### src/rtl/fpu_pkg.sv
// Shared FPU normalizer types and widths.
package fpu_pkg;

  localparam int unsigned MANT_W  = 24;
  localparam int unsigned EXP_W   = 8;
  localparam logic [EXP_W-1:0] EXP_MAX = 8'd255;

  typedef enum logic [1:0] {
    StIdle,
    StDetect,
    StShift,
    StDone
  } state_e;

endpackage

### src/rtl/norm_sequencer_if.sv
// Operand/result handshake bundle for the normalization sequencer.
interface norm_sequencer_if;
  import fpu_pkg::*;

  logic              inValid;
  logic              inReady;
  logic              inCout;
  logic [MANT_W-1:0] inMant;
  logic [EXP_W-1:0]  inExp;
  logic              outValid;
  logic              outReady;
  logic [MANT_W-1:0] outMant;
  logic [EXP_W-1:0]  outExp;
  logic              outZero;
  logic              outOvf;
  logic              outUnf;

  // Sequencer side.
  modport slave (
    input  inValid, inCout, inMant, inExp, outReady,
    output inReady, outValid, outMant, outExp, outZero, outOvf, outUnf
  );

  // Producer/consumer side.
  modport master (
    output inValid, inCout, inMant, inExp, outReady,
    input  inReady, outValid, outMant, outExp, outZero, outOvf, outUnf
  );

endinterface

### src/rtl/lzc24.sv
// Combinational 24-bit leading-zero counter; an all-zero input yields 24.
module lzc24 (
  input  logic [23:0] mant_i,
  output logic [4:0]  count_o
);

  // Priority scan from the MSB down; the first set bit fixes the count.
  always_comb begin
    logic found;
    found   = 1'b0;
    count_o = 5'd24;
    for (int i = 23; i >= 0; i--) begin
      if (!found && mant_i[i]) begin
        count_o = 5'(23 - i);
        found   = 1'b1;
      end
    end
  end

endmodule

### src/rtl/norm_sequencer.sv
// Multi-cycle mantissa normalizer: carry fix-up, zero detect, and a
// left-shift of at most STEP bits per cycle with exponent adjustment.
module norm_sequencer
  import fpu_pkg::*;
#(
  parameter int unsigned STEP = 8
) (
  input  logic             clk,
  input  logic             rst_n,
  norm_sequencer_if.slave  bus,
  output logic             busy
);

  localparam logic [4:0] StepAmt = 5'(STEP);

  state_e            state_q;
  logic [MANT_W-1:0] mant_q;
  logic [EXP_W-1:0]  exp_q;
  logic [4:0]        rem_q;
  logic              cout_q;
  logic              zero_q, ovf_q, unf_q;
  logic              valid_q, ready_q, busy_q;

  logic [4:0]        lz;
  logic [4:0]        amt_c;
  logic              unf_c;
  logic [EXP_W-1:0]  exp_norm;
  logic [EXP_W-1:0]  exp_m1;
  logic [EXP_W-1:0]  exp_inc;
  logic [4:0]        step_c;
  logic [MANT_W-1:0] mant_shl;

  lzc24 u_lzc (
    .mant_i  (mant_q),
    .count_o (lz)
  );

  // Shift amount and final exponent, clamped so the exponent never drops below 1;
  // anything the clamp leaves unshifted becomes a denormal.
  always_comb begin
    exp_m1   = exp_q - 8'd1;
    exp_inc  = exp_q + 8'd1;
    amt_c    = 5'd0;
    unf_c    = 1'b0;
    exp_norm = 8'd0;
    if (exp_q == 8'd0) begin
      unf_c = (lz != 5'd0);
    end else if ({3'b000, lz} > exp_m1) begin
      // exp_m1 < lz <= 23 here, so it fits the 5-bit count.
      amt_c = exp_m1[4:0];
      unf_c = 1'b1;
    end else begin
      amt_c    = lz;
      exp_norm = exp_q - {3'b000, lz};
    end
  end

  // Bounded shifter: only distances 0..STEP are built, not a full barrel.
  always_comb begin
    step_c   = (rem_q > StepAmt) ? StepAmt : rem_q;
    mant_shl = mant_q;
    for (int unsigned i = 1; i <= STEP; i++) begin
      if (step_c == 5'(i)) mant_shl = mant_q << i;
    end
  end

  // Sequencer FSM with all outputs registered.
  always_ff @(posedge clk or negedge rst_n) begin
    if (!rst_n) begin
      state_q <= StIdle;
      mant_q  <= '0;
      exp_q   <= '0;
      rem_q   <= '0;
      cout_q  <= 1'b0;
      zero_q  <= 1'b0;
      ovf_q   <= 1'b0;
      unf_q   <= 1'b0;
      valid_q <= 1'b0;
      ready_q <= 1'b1;
      busy_q  <= 1'b0;
    end else begin
      unique case (state_q)
        StIdle: begin
          if (bus.inValid) begin
            cout_q  <= bus.inCout;
            mant_q  <= bus.inMant;
            exp_q   <= bus.inExp;
            zero_q  <= 1'b0;
            ovf_q   <= 1'b0;
            unf_q   <= 1'b0;
            ready_q <= 1'b0;
            busy_q  <= 1'b1;
            state_q <= StDetect;
          end
        end
        StDetect: begin
          if (cout_q) begin
            ovf_q   <= (exp_inc == EXP_MAX);
            mant_q  <= (exp_inc == EXP_MAX) ? '0 : {1'b1, mant_q[MANT_W-1:1]};
            exp_q   <= exp_inc;
            valid_q <= 1'b1;
            state_q <= StDone;
          end else if (mant_q == '0) begin
            exp_q   <= '0;
            zero_q  <= 1'b1;
            valid_q <= 1'b1;
            state_q <= StDone;
          end else begin
            exp_q <= exp_norm;
            unf_q <= unf_c;
            rem_q <= amt_c;
            if (amt_c != 5'd0) begin
              state_q <= StShift;
            end else begin
              valid_q <= 1'b1;
              state_q <= StDone;
            end
          end
        end
        StShift: begin
          mant_q <= mant_shl;
          rem_q  <= rem_q - step_c;
          if (rem_q == step_c) begin
            valid_q <= 1'b1;
            state_q <= StDone;
          end
        end
        StDone: begin
          if (bus.outReady) begin
            valid_q <= 1'b0;
            ready_q <= 1'b1;
            busy_q  <= 1'b0;
            state_q <= StIdle;
          end
        end
        default: state_q <= StIdle;
      endcase
    end
  end

  assign bus.inReady  = ready_q;
  assign bus.outValid = valid_q;
  assign bus.outMant  = mant_q;
  assign bus.outExp   = exp_q;
  assign bus.outZero  = zero_q;
  assign bus.outOvf   = ovf_q;
  assign bus.outUnf   = unf_q;
  assign busy         = busy_q;

endmodule

### src/flat_wrapper.sv
// flat-port wrapper written by rule: the top's interface ports become plain ports
module norm_sequencer_flat import fpu_pkg::*;
#(
  parameter int unsigned STEP = 8
)
  (clk, rst_n, busy, bus_inValid, bus_inCout, bus_inMant, bus_inExp, bus_outReady, bus_inReady, bus_outValid, bus_outMant, bus_outExp, bus_outZero, bus_outOvf, bus_outUnf);
  norm_sequencer_if bus_i ();
  input  logic clk;
  input  logic rst_n;
  output logic busy;
  input wire logic [$bits(bus_i.inValid)-1:0] bus_inValid;
  input wire logic [$bits(bus_i.inCout)-1:0] bus_inCout;
  input wire logic [$bits(bus_i.inMant)-1:0] bus_inMant;
  input wire logic [$bits(bus_i.inExp)-1:0] bus_inExp;
  input wire logic [$bits(bus_i.outReady)-1:0] bus_outReady;
  output wire logic [$bits(bus_i.inReady)-1:0] bus_inReady;
  output wire logic [$bits(bus_i.outValid)-1:0] bus_outValid;
  output wire logic [$bits(bus_i.outMant)-1:0] bus_outMant;
  output wire logic [$bits(bus_i.outExp)-1:0] bus_outExp;
  output wire logic [$bits(bus_i.outZero)-1:0] bus_outZero;
  output wire logic [$bits(bus_i.outOvf)-1:0] bus_outOvf;
  output wire logic [$bits(bus_i.outUnf)-1:0] bus_outUnf;
  assign bus_i.inValid = bus_inValid;
  assign bus_i.inCout = bus_inCout;
  assign bus_i.inMant = bus_inMant;
  assign bus_i.inExp = bus_inExp;
  assign bus_i.outReady = bus_outReady;
  assign bus_inReady = bus_i.inReady;
  assign bus_outValid = bus_i.outValid;
  assign bus_outMant = bus_i.outMant;
  assign bus_outExp = bus_i.outExp;
  assign bus_outZero = bus_i.outZero;
  assign bus_outOvf = bus_i.outOvf;
  assign bus_outUnf = bus_i.outUnf;
  norm_sequencer #(.STEP(STEP)) u_core (.clk(clk), .rst_n(rst_n), .bus(bus_i), .busy(busy));
endmodule
### config.mk
export PLATFORM = sky130hd
export DESIGN_NAME = norm_sequencer_flat
export DESIGN_NICKNAME = d
export VERILOG_FILES = /design/src/rtl/fpu_pkg.sv /design/src/rtl/norm_sequencer_if.sv /design/src/rtl/lzc24.sv /design/src/rtl/norm_sequencer.sv /design/src/flat_wrapper.sv
export SDC_FILE = /design/constraint.sdc
export NUM_CORES = 1
export LEC_CHECK = 0
export CAP_MARGIN = 15
export CELL_PAD_IN_SITES_DETAIL_PLACEMENT = 0
export CELL_PAD_IN_SITES_GLOBAL_PLACEMENT = 2
export CORE_MARGIN = 5
export CORE_UTILIZATION = 34
export DETAILED_ROUTE_END_ITERATION = 16
export GPL_ROUTABILITY_DRIVEN = 0
export PLACE_DENSITY = 0.92
export SYNTH_ARGS = -nofsm -noshare
export SYNTH_HDL_FRONTEND = slang
export SYNTH_SLANG_ARGS = --single-unit
### constraint.sdc
create_clock -name clk -period 11.04 [get_ports clk]
set_input_delay 2.208 -clock clk [delete_from_list [all_inputs] [get_ports clk]]
set_output_delay 2.208 -clock clk [all_outputs]
set_load 0.1 [all_outputs]
==> results of run 1 <==
-- cell type report --
class	count	area [um2]
tap	184	230.2
clock buffer	5	125.1
multi-input combinational	558	3558
fill	1550	8637
clock inverter	3	40.04
timing repair buffer	81	788.3
inverter	30	112.6
sequential	46	1152
-- cell usage in the layout (no fill, tap or decap), drive strengths merged, types with 5 or more instances in the layout --
cell           instances
o221ai                13
nor3                  20
buf                    8
a211oi                16
a211o                 10
o31ai                  9
nand3                 17
a21o                   5
dfrtp                 45
nor2                  85
o22ai                 13
nand2                 65
clkbuf                 5
nor4                   7
a21oi                 45
a221oi                13
nand2b                 7
o21ai                 71
o211ai                 9
inv                   29
a32oi                  7
nor2b                  7
mux2                   5
a31oi                 14
a222oi                 5
xnor2                  7
ha                    19
mux2i                 20
and3                   5
clkdlybuf4s50         73
-- flip-flops by register name, summed over array words and instances (netlist names) --
name and cells:
u_core.bus.outExp 8, u_core.bus.outUnf 1, u_core.cout_q 1, u_core.busy 1
u_core.bus.inReady 1, u_core.bus.outValid 1, u_core.bus.outOvf 1, u_core.bus.outMant 24
u_core.bus.outZero 1, u_core.state_q 2, u_core.rem_q 5
-- metal layers --
layer / up-vias / part of all wire / wire (um) / track usage
met3: 36 / 0.068 / 1348 / 0.04518
li1: 2652 / - / - / -
met5: - / 0 / 0 / 0
met4: 0 / 0.025 / 490 / 0.06755
met1: 2783 / 0.44 / 8616 / 0.2965
met2: 264 / 0.47 / 9319 / 0.3569
-- final timing paths --
kind,from,to,slack [ns],depth (start not counted)
setup / recovery,u_core.bus.outMant[8],bus_outMant[8],6.57,1
hold / removal,u_core.bus.inReady,u_core.bus.inReady,0.53,2
setup reg to reg,u_core.bus.outMant[15],u_core.bus.outExp[6],6.64,14
hold reg to reg,u_core.bus.inReady,u_core.bus.inReady,0.53,2
max in group asynchronous,rst_n,u_core.bus.outMant[14],8.56,2
min in group asynchronous,rst_n,u_core.bus.outExp[3],2.03,2
-- cell families (layout without fill, tap and decap cells) --
| group | count (synthesis) | count (layout) | share of synthesized area |
|---|---|---|---|
| compound gates | 261 | 261 | 0.3464 |
| simple gates | 241 | 241 | 0.2297 |
| buf+inv | 99 | 119 | 0.08103 |
| flops | 46 | 46 | 0.2248 |
| mux | 25 | 25 | 0.05004 |
| fa+ha+maj | 20 | 20 | 0.05028 |
| xor+xnor | 10 | 10 | 0.01709 |
| other cells | 1 | 1 | 0.0007315 |
-- through the flow --
stage | instances | util
4_1_cts | 907 | 0.4102
3_5_place_dp | 899 | 0.3989
5_1_grt | 907 | 0.4102
2_1_floorplan | 703 | -
3_3_place_gp | 899 | 0.3989
6_report | 907 | 0.4102
==> run metrics, run 1 <==
run status=finished, final reports clean; Worst slew margin=0.2389; Async SR Flop Fraction=1.000; vias in the first global route=~5.6k; Post-synth EDFFs=0; layout cell share with drive strength beyond 1=0.06086; Die Y=132.8 um; Port Buffer Count=74; first-pass GRT wire length=31770 um; Clk Latency, worst-skew pair=0.30 ns; remaining antenna violation count after routing=0; Setup violations, final=0; max_cap viols=0; die area=17630 um2; dpl ws=approximately 6.8 ns; Post-Synthesis Cells=about 700; fin area=about 6000 um2; post-CTS sizing=0; max-slew violations=0; Die X=132.8 um; number of diodes=0; Mapped Area=slightly above 5000 um2; slack of the critical path=6.571 ns; CTS tree=built; most frequent cell after synthesis=nor2_1; minimum clock period=between 4 and 5 ns; Rows=44; crit share post-route=0.4048; Min-Delay Path Class=reg2reg; Starting Density=0.3501; dpl cell area=between 5000 and 6000 um2; WL/cell=between 20 and 25 um; Hold Buf Count CTS=0; minimum hold slack=between 0.5 and 0.6 ns; DRT Wirelength=19770 um; DRC=0; worst path buffer plus inverter count=1; Max Root-Sink Buffers=2; Worst Tran Pin Value=approximately 1.1 ns; Root Buffer=clkbuf_16; Setup Skew=roughly 0.0088 ns; ranking of synthesized cells by area=dfrtp_1, nor2_1, o21ai_0; DP HPWL=between 10000 and 15000 um; Syn Nets=760; clk slew on worst S/H paths=~0.07 ns; Sinks on Clock Net=between 40 and 50; total global-route track usage=0.2208; CTS buffer count=5; top cell type's share of synthesized area=0.2197; Max Clk Rate=approximately 0.22 GHz; RSZ-0062 raised after global routing=false; Ports=75; yosys warns=0; synth cell count leaders=nor2_1, nand2_1, o21ai_0; critical path data required time=just under 9 ns; crit path cell chain=clkdlybuf4s50_1; Top FF cell, synth=dfrtp_1; # nets final=between 700 and 800; Worst Path Max Fanout=13; slowest cell delay on critical path=between 1 and 1.5 ns; total vias in the final route=about 5.7k; Setup crit end kind=output port; WP data arrival=2.26 ns; Synth area leader=dfrtp_1; #FFs+latches synth=46; CP delay by family, top=buffers and inverters; GRT Residual Overflow=0; initial antenna violation count=0; initial drt markers=between 700 and 800; Post-Syn Area per Cell=about 7.3 um2; Post-CTS Setup Bufs=0; Synth cell types=76; critical path class=reg2out; core area=~15000 um2; register area share after synthesis=0.2248; final hold violations=0; vias per cell=about 6.3; setup TNS=0 ns; largest net degree at the start of global routing=47; Crit-path slowest cell=clkdlybuf4s50_1; CP Launch Type=flip-flop; Synth-to-Final Area Change=17.18%; drt pass-1 iters=6; H-tree depth=2
Power of run 1 is left out: the tool's default activity adds up to more than one toggle a clock period on the data nets, which glitch-free logic cannot reach.
==> run 2, diff against run 1 <==
CORE_UTILIZATION = 29   (was 34)
PLACE_DENSITY = 0.84   (was 0.92)
clock period = 3.7 ns   (was 11.04 ns; I/O delays follow)
==> run 2 against run 1 <==
- hold slack improved by 0.00060 ns
- via count rose by 6.2%
- critical path depth rose by 16
- sequential cell count did not move
- worst setup slack got worse by 6.5 ns
- wire length rose by 10%
- die area rose by 16%
- non-clock buffer count rose by 55
- count of clock-buffer cells in the layout did not move
- sequential share of layout area fell by 1.4 points
- cell area rose by 9.6%
==> run metrics, run 2 (synthesis gave the netlist of run 1 again) <==
Worst Min Path Start=u_core.busy; R2R setup slack=roughly 0.11 ns; Setup crit end kind=flip-flop; WP data arrival=about 3.8 ns; minimum hold slack=roughly 0.53 ns; H-tree depth=2; Die X=approximately 140 um; run status=finished, final reports clean; Setup Skew=around 0.011 ns; DRT Wirelength=about 22000 um; Starting Density=0.2964; Synth-to-Final Area Change=28.46%; critical path class=reg2reg; first-pass GRT wire length=around 34000 um; Sinks on Clock Net=46; hold-critical path depth=1; WL/cell=21.75 um; drt pass-1 iters=5; Root Buffer=clkbuf_16; FF-to-FF Start=u_core.bus.outMant[20]; Worst Tran Pin Value=1.104 ns; GRT Residual Overflow=0; max_cap viols=0; Die Y=143.0 um; CTS tree=built; area of the multi-input gates=~3700 um2; initial antenna violation count=0; die area=20430 um2; vias in the first global route=between 5k and 6k; largest net degree at the start of global routing=39; number of diodes=0; Seq. cell area=approximately 1200 um2; final hold violations=0; clk slew on worst S/H paths=0.07 ns; core area=17300 um2; # nets final=between 800 and 900; Hold Path End=u_core.busy; Hold Buf Count CTS=0; layout cell share with drive strength beyond 1=0.1954; Max Root-Sink Buffers=2; CP Launch Type=flip-flop; CTS buffer count=5; fill cell count=between 1.5k and 2k; Min-Delay Path Class=reg2reg; DRC=0; minimum clock period=~3.6 ns; crit share post-route=0.9702; Critical R2R Capture=u_core.rem_q[3]; Clk Latency, worst-skew pair=~0.31 ns; Port Buffer Count=74; vias per cell=6.070; initial drt markers=570; reg2reg path depth=17; Ports=75; most frequent cells in the layout=nor2_1, buf_4, nand2_1, o21ai_0, clkdlybuf4s50_1; Worst slew margin=0.2637; total vias in the final route=6088; setup TNS=0 ns; Worst Path Max Fanout=8; Max Clk Rate=about 0.28 GHz; max-slew violations=0; critical path data required time=3.89 ns; Rows=48; DP HPWL=between 15000 and 20000 um; Setup violations, final=0; fin area=roughly 6600 um2; dpl cell area=slightly above 6000 um2; total global-route track usage=0.2102; commonest non-fill, non-tap cell in the layout=nor2_1; Worst Setup SP=u_core.bus.outMant[20]; max reg flops=24; remaining antenna violation count after routing=0
[run 2: what timing repair did]
item	CTS	global route
buffers inserted	0	9
pin swaps	0	14
endpoints found under the setup margin	6	13
gates resized for setup	1	23
[run 2: worst max-delay path by stage]
stage / endpoint / slack [ns] / depth (start not counted)
detailed placement: u_core.bus.outExp[5] / -0.07 / 14
global route: u_core.rem_q[2] / -0.06 / 17
global placement: u_core.bus.outExp[5] / 0.05 / 14
finish: u_core.rem_q[3] / 0.11 / 17
floorplan: u_core.bus.outValid / 0.002 / 15
CTS: u_core.rem_q[2] / 0.02 / 16
[run 2: area by class of cell]
cell class,instances,area share
Sequential cell,46,0.1777
Multi-Input combinational cell,558,0.5620
Clock inverter,3,0.006650
Clock buffer,5,0.01900
Timing Repair Buffer,136,0.1748
Inverter,30,0.01710
Tap cell,225,0.04275
[run 2: per-stage QoR]
step             util  worst slack, ns  cells
2_1_floorplan       -         0.001989    703
3_3_place_gp   0.3603          0.05304    986
3_5_place_dp   0.3603         -0.07372    986
4_1_cts        0.3704          0.01825    994
5_1_grt        0.3807         -0.06288   1003
6_report       0.3807           0.1103   1003
[run 2: worst max-delay path: stages, from the launching register on]
cell and delay, ns:
dfrtp_4 0.48, or4_4 0.57, buf_6 0.14, nor4_4 0.24
a21o_1 0.14, nand3_2 0.11, o31ai_4 0.09, o22ai_2 0.12
buf_4 0.15, ha_2 0.16, o22ai_1 0.12, nor3_1 0.07
buf_4 0.14, nor3_4 0.21, buf_6 0.18, mux2i_1 0.07
a32o_1 0.22, mux2_2 0.25
[run 2: per-layer routing]
layer / global-route usage / wire [um]
met1: 0.2827 / 9318
met2: 0.3380 / 10270
met3: 0.03148 / 1422
met4: 0.08554 / 807
met5: 0 / 0
Power of run 2 is left out for the same reason.
==> RTL change (config.mk and constraints of run 2) <==
`STEP` is set to 8 in 2 places; all go to 12.
--- a/src/rtl/norm_sequencer.sv
+++ b/src/rtl/norm_sequencer.sv
@@ -3,7 +3,7 @@
 module norm_sequencer
   import fpu_pkg::*;
 #(
-  parameter int unsigned STEP = 8
+  parameter int unsigned STEP = 12
 ) (
   input  logic             clk,
   input  logic             rst_n,
--- a/src/flat_wrapper.sv
+++ b/src/flat_wrapper.sv
@@ -1,7 +1,7 @@
 // flat-port wrapper written by rule: the top's interface ports become plain ports
 module norm_sequencer_flat import fpu_pkg::*;
 #(
-  parameter int unsigned STEP = 8
+  parameter int unsigned STEP = 12
 )
   (clk, rst_n, busy, bus_inValid, bus_inCout, bus_inMant, bus_inExp, bus_outReady, bus_inReady, bus_outValid, bus_outMant, bus_outExp, bus_outZero, bus_outOvf, bus_outUnf);
   norm_sequencer_if bus_i ();
Check against the original RTL: not equivalent (Yosys sat finds a counterexample within 4 cycles, from zero or initial values and one cycle with rst_n low).
==> RTL change against run 2 <==
  * Fmax increased by 2.0%
  * Design area increased by 3.2%
  * Synthesized area increased by 6.1%
  * Sequential cell count unchanged
  * Die area increased by 5.7%
  * Global-route usage decreased by 0.14 points
  * Largest cell class unchanged
  * Routed wire length increased by 5.1%
  * Worst setup slack improved by 0.069 ns
Power is not shown: default switching activity piles up to over one toggle a cycle in this logic, so the estimate is an artifact.
==> RTL change: results (changes against run 2) <==
| Metric | Value |
|---|---|
| Worst slew margin | `34.3% (+7.9 points)` |
| Cts repair resizes | `0 (-1)` |
| Most frequent cells after synthesis | `o21ai_0 (81), nand2_1 (79), a21oi_1 (65)` |
| Layout cells sized above 1 | `17.2% (-2.3 points)` |
| Via/cell ratio | `6.01 (-1.0%)` |
| GR Util All Layers | `20.9% (-0.14 points)` |
| Met1 Routed Length | `10.5 mm (+13%)` |
| Top cells by area, synth | `dfrtp_1 (21%), o21ai_0 (7.5%), a21oi_1 (6.0%), nand2_1 (5.5%), ha_1 (4.4%)` |
| Crit path max fanout | `6 (-2)` |
| Met2 routed WL | `9.88 mm (-3.8%)` |
| Global-route wire length before repair | `36.1 mm (+5.9%)` |
| Met3 wire length | `1.81 mm (+27%)` |
| Final WL | `22.9 mm (+5.1%)` |
| Starting DRT DRC Count | `676 (+19%)` |
| DP HPWL | `16.5 mm (+5.3%)` |
| CP Data Arrival Time | `3.73 ns (-0.05 ns)` |
| Minimum clock period | `3.52 ns (-0.0688 ns)` |
| Largest net degree at the start of global routing | `33 (-15%)` |
| Final #Nets | `885 (+6.1%)` |
| Number of library cell types mapped by synthesis | `70 (-7.9%)` |
| Clock Pin Slew Worst Setup and Hold Paths | `0.08 ns` |
| Outcome | `finished, final reports clean` |
| Post-placement setup slack | `0.104 ns (+0.177 ns)` |
| Worst Skew | `0.0154 ns (+0.00450 ns)` |
| Number of global-route vias before repair | `6119 (+4.5%)` |
[RTL change: stage by stage]
step / area [um2] / utilization, % / hold slack (ns) / instances
6_report: 6800 / 36.6 / 0.520 / 1063
5_1_grt: 6800 / 36.6 / 0.540 / 1063
4_1_cts: 6790 / 36.5 / 0.530 / 1063
3_5_place_dp: 6650 / 35.8 / 0.512 / 1055
3_3_place_gp: 6650 / 35.8 / 0.511 / 1055
2_1_floorplan: 5510 / - / 0.444 / 763
[RTL change: worst paths after layout]
path / from / end / depth (start not counted) / slack [ns]
max: u_core.bus.outMant[15] / u_core.bus.outValid / 14 / 0.18
min: u_core.bus.outValid / u_core.bus.outValid / 1 / 0.52
max reg2reg: u_core.bus.outMant[15] / u_core.bus.outValid / 14 / 0.18
min reg2reg: u_core.bus.outValid / u_core.bus.outValid / 1 / 0.52
max in group asynchronous: rst_n / u_core.bus.outValid / 2 / 2.44
min in group asynchronous: rst_n / u_core.rem_q[4] / 1 / 0.53
[RTL change: kinds of logic after synthesis]
| logic type | synth area share [%] |
|---|---|
| AOI/OAI and AO/OA | 39.9 |
| xor gates and xnor gates | 1.93 |
| adders and majority gates | 4.74 |
| buffers and inverters | 8.05 |
| DFF | 21.2 |
| muxes | 3.68 |
| other | 0.0690 |
| and+or+nand+nor | 20.4 |
[RTL change: per-layer routing]
layer,global-route usage (%),vias up
li1,-,3015
met1,29.8,3030
met2,31.7,291
met3,4.01,50
met4,6.76,0
met5,0,-
[RTL change: cell type report]
cell class,instances,area (um2)
Clock inverter,2,13.8
Inverter,26,97.6
Tap cell,234,293
Timing Repair Buffer,141,1190
Sequential cell,46,1170
Multi-Input combinational cell,608,3900
Fill cell,1962,11800
Clock buffer,6,129
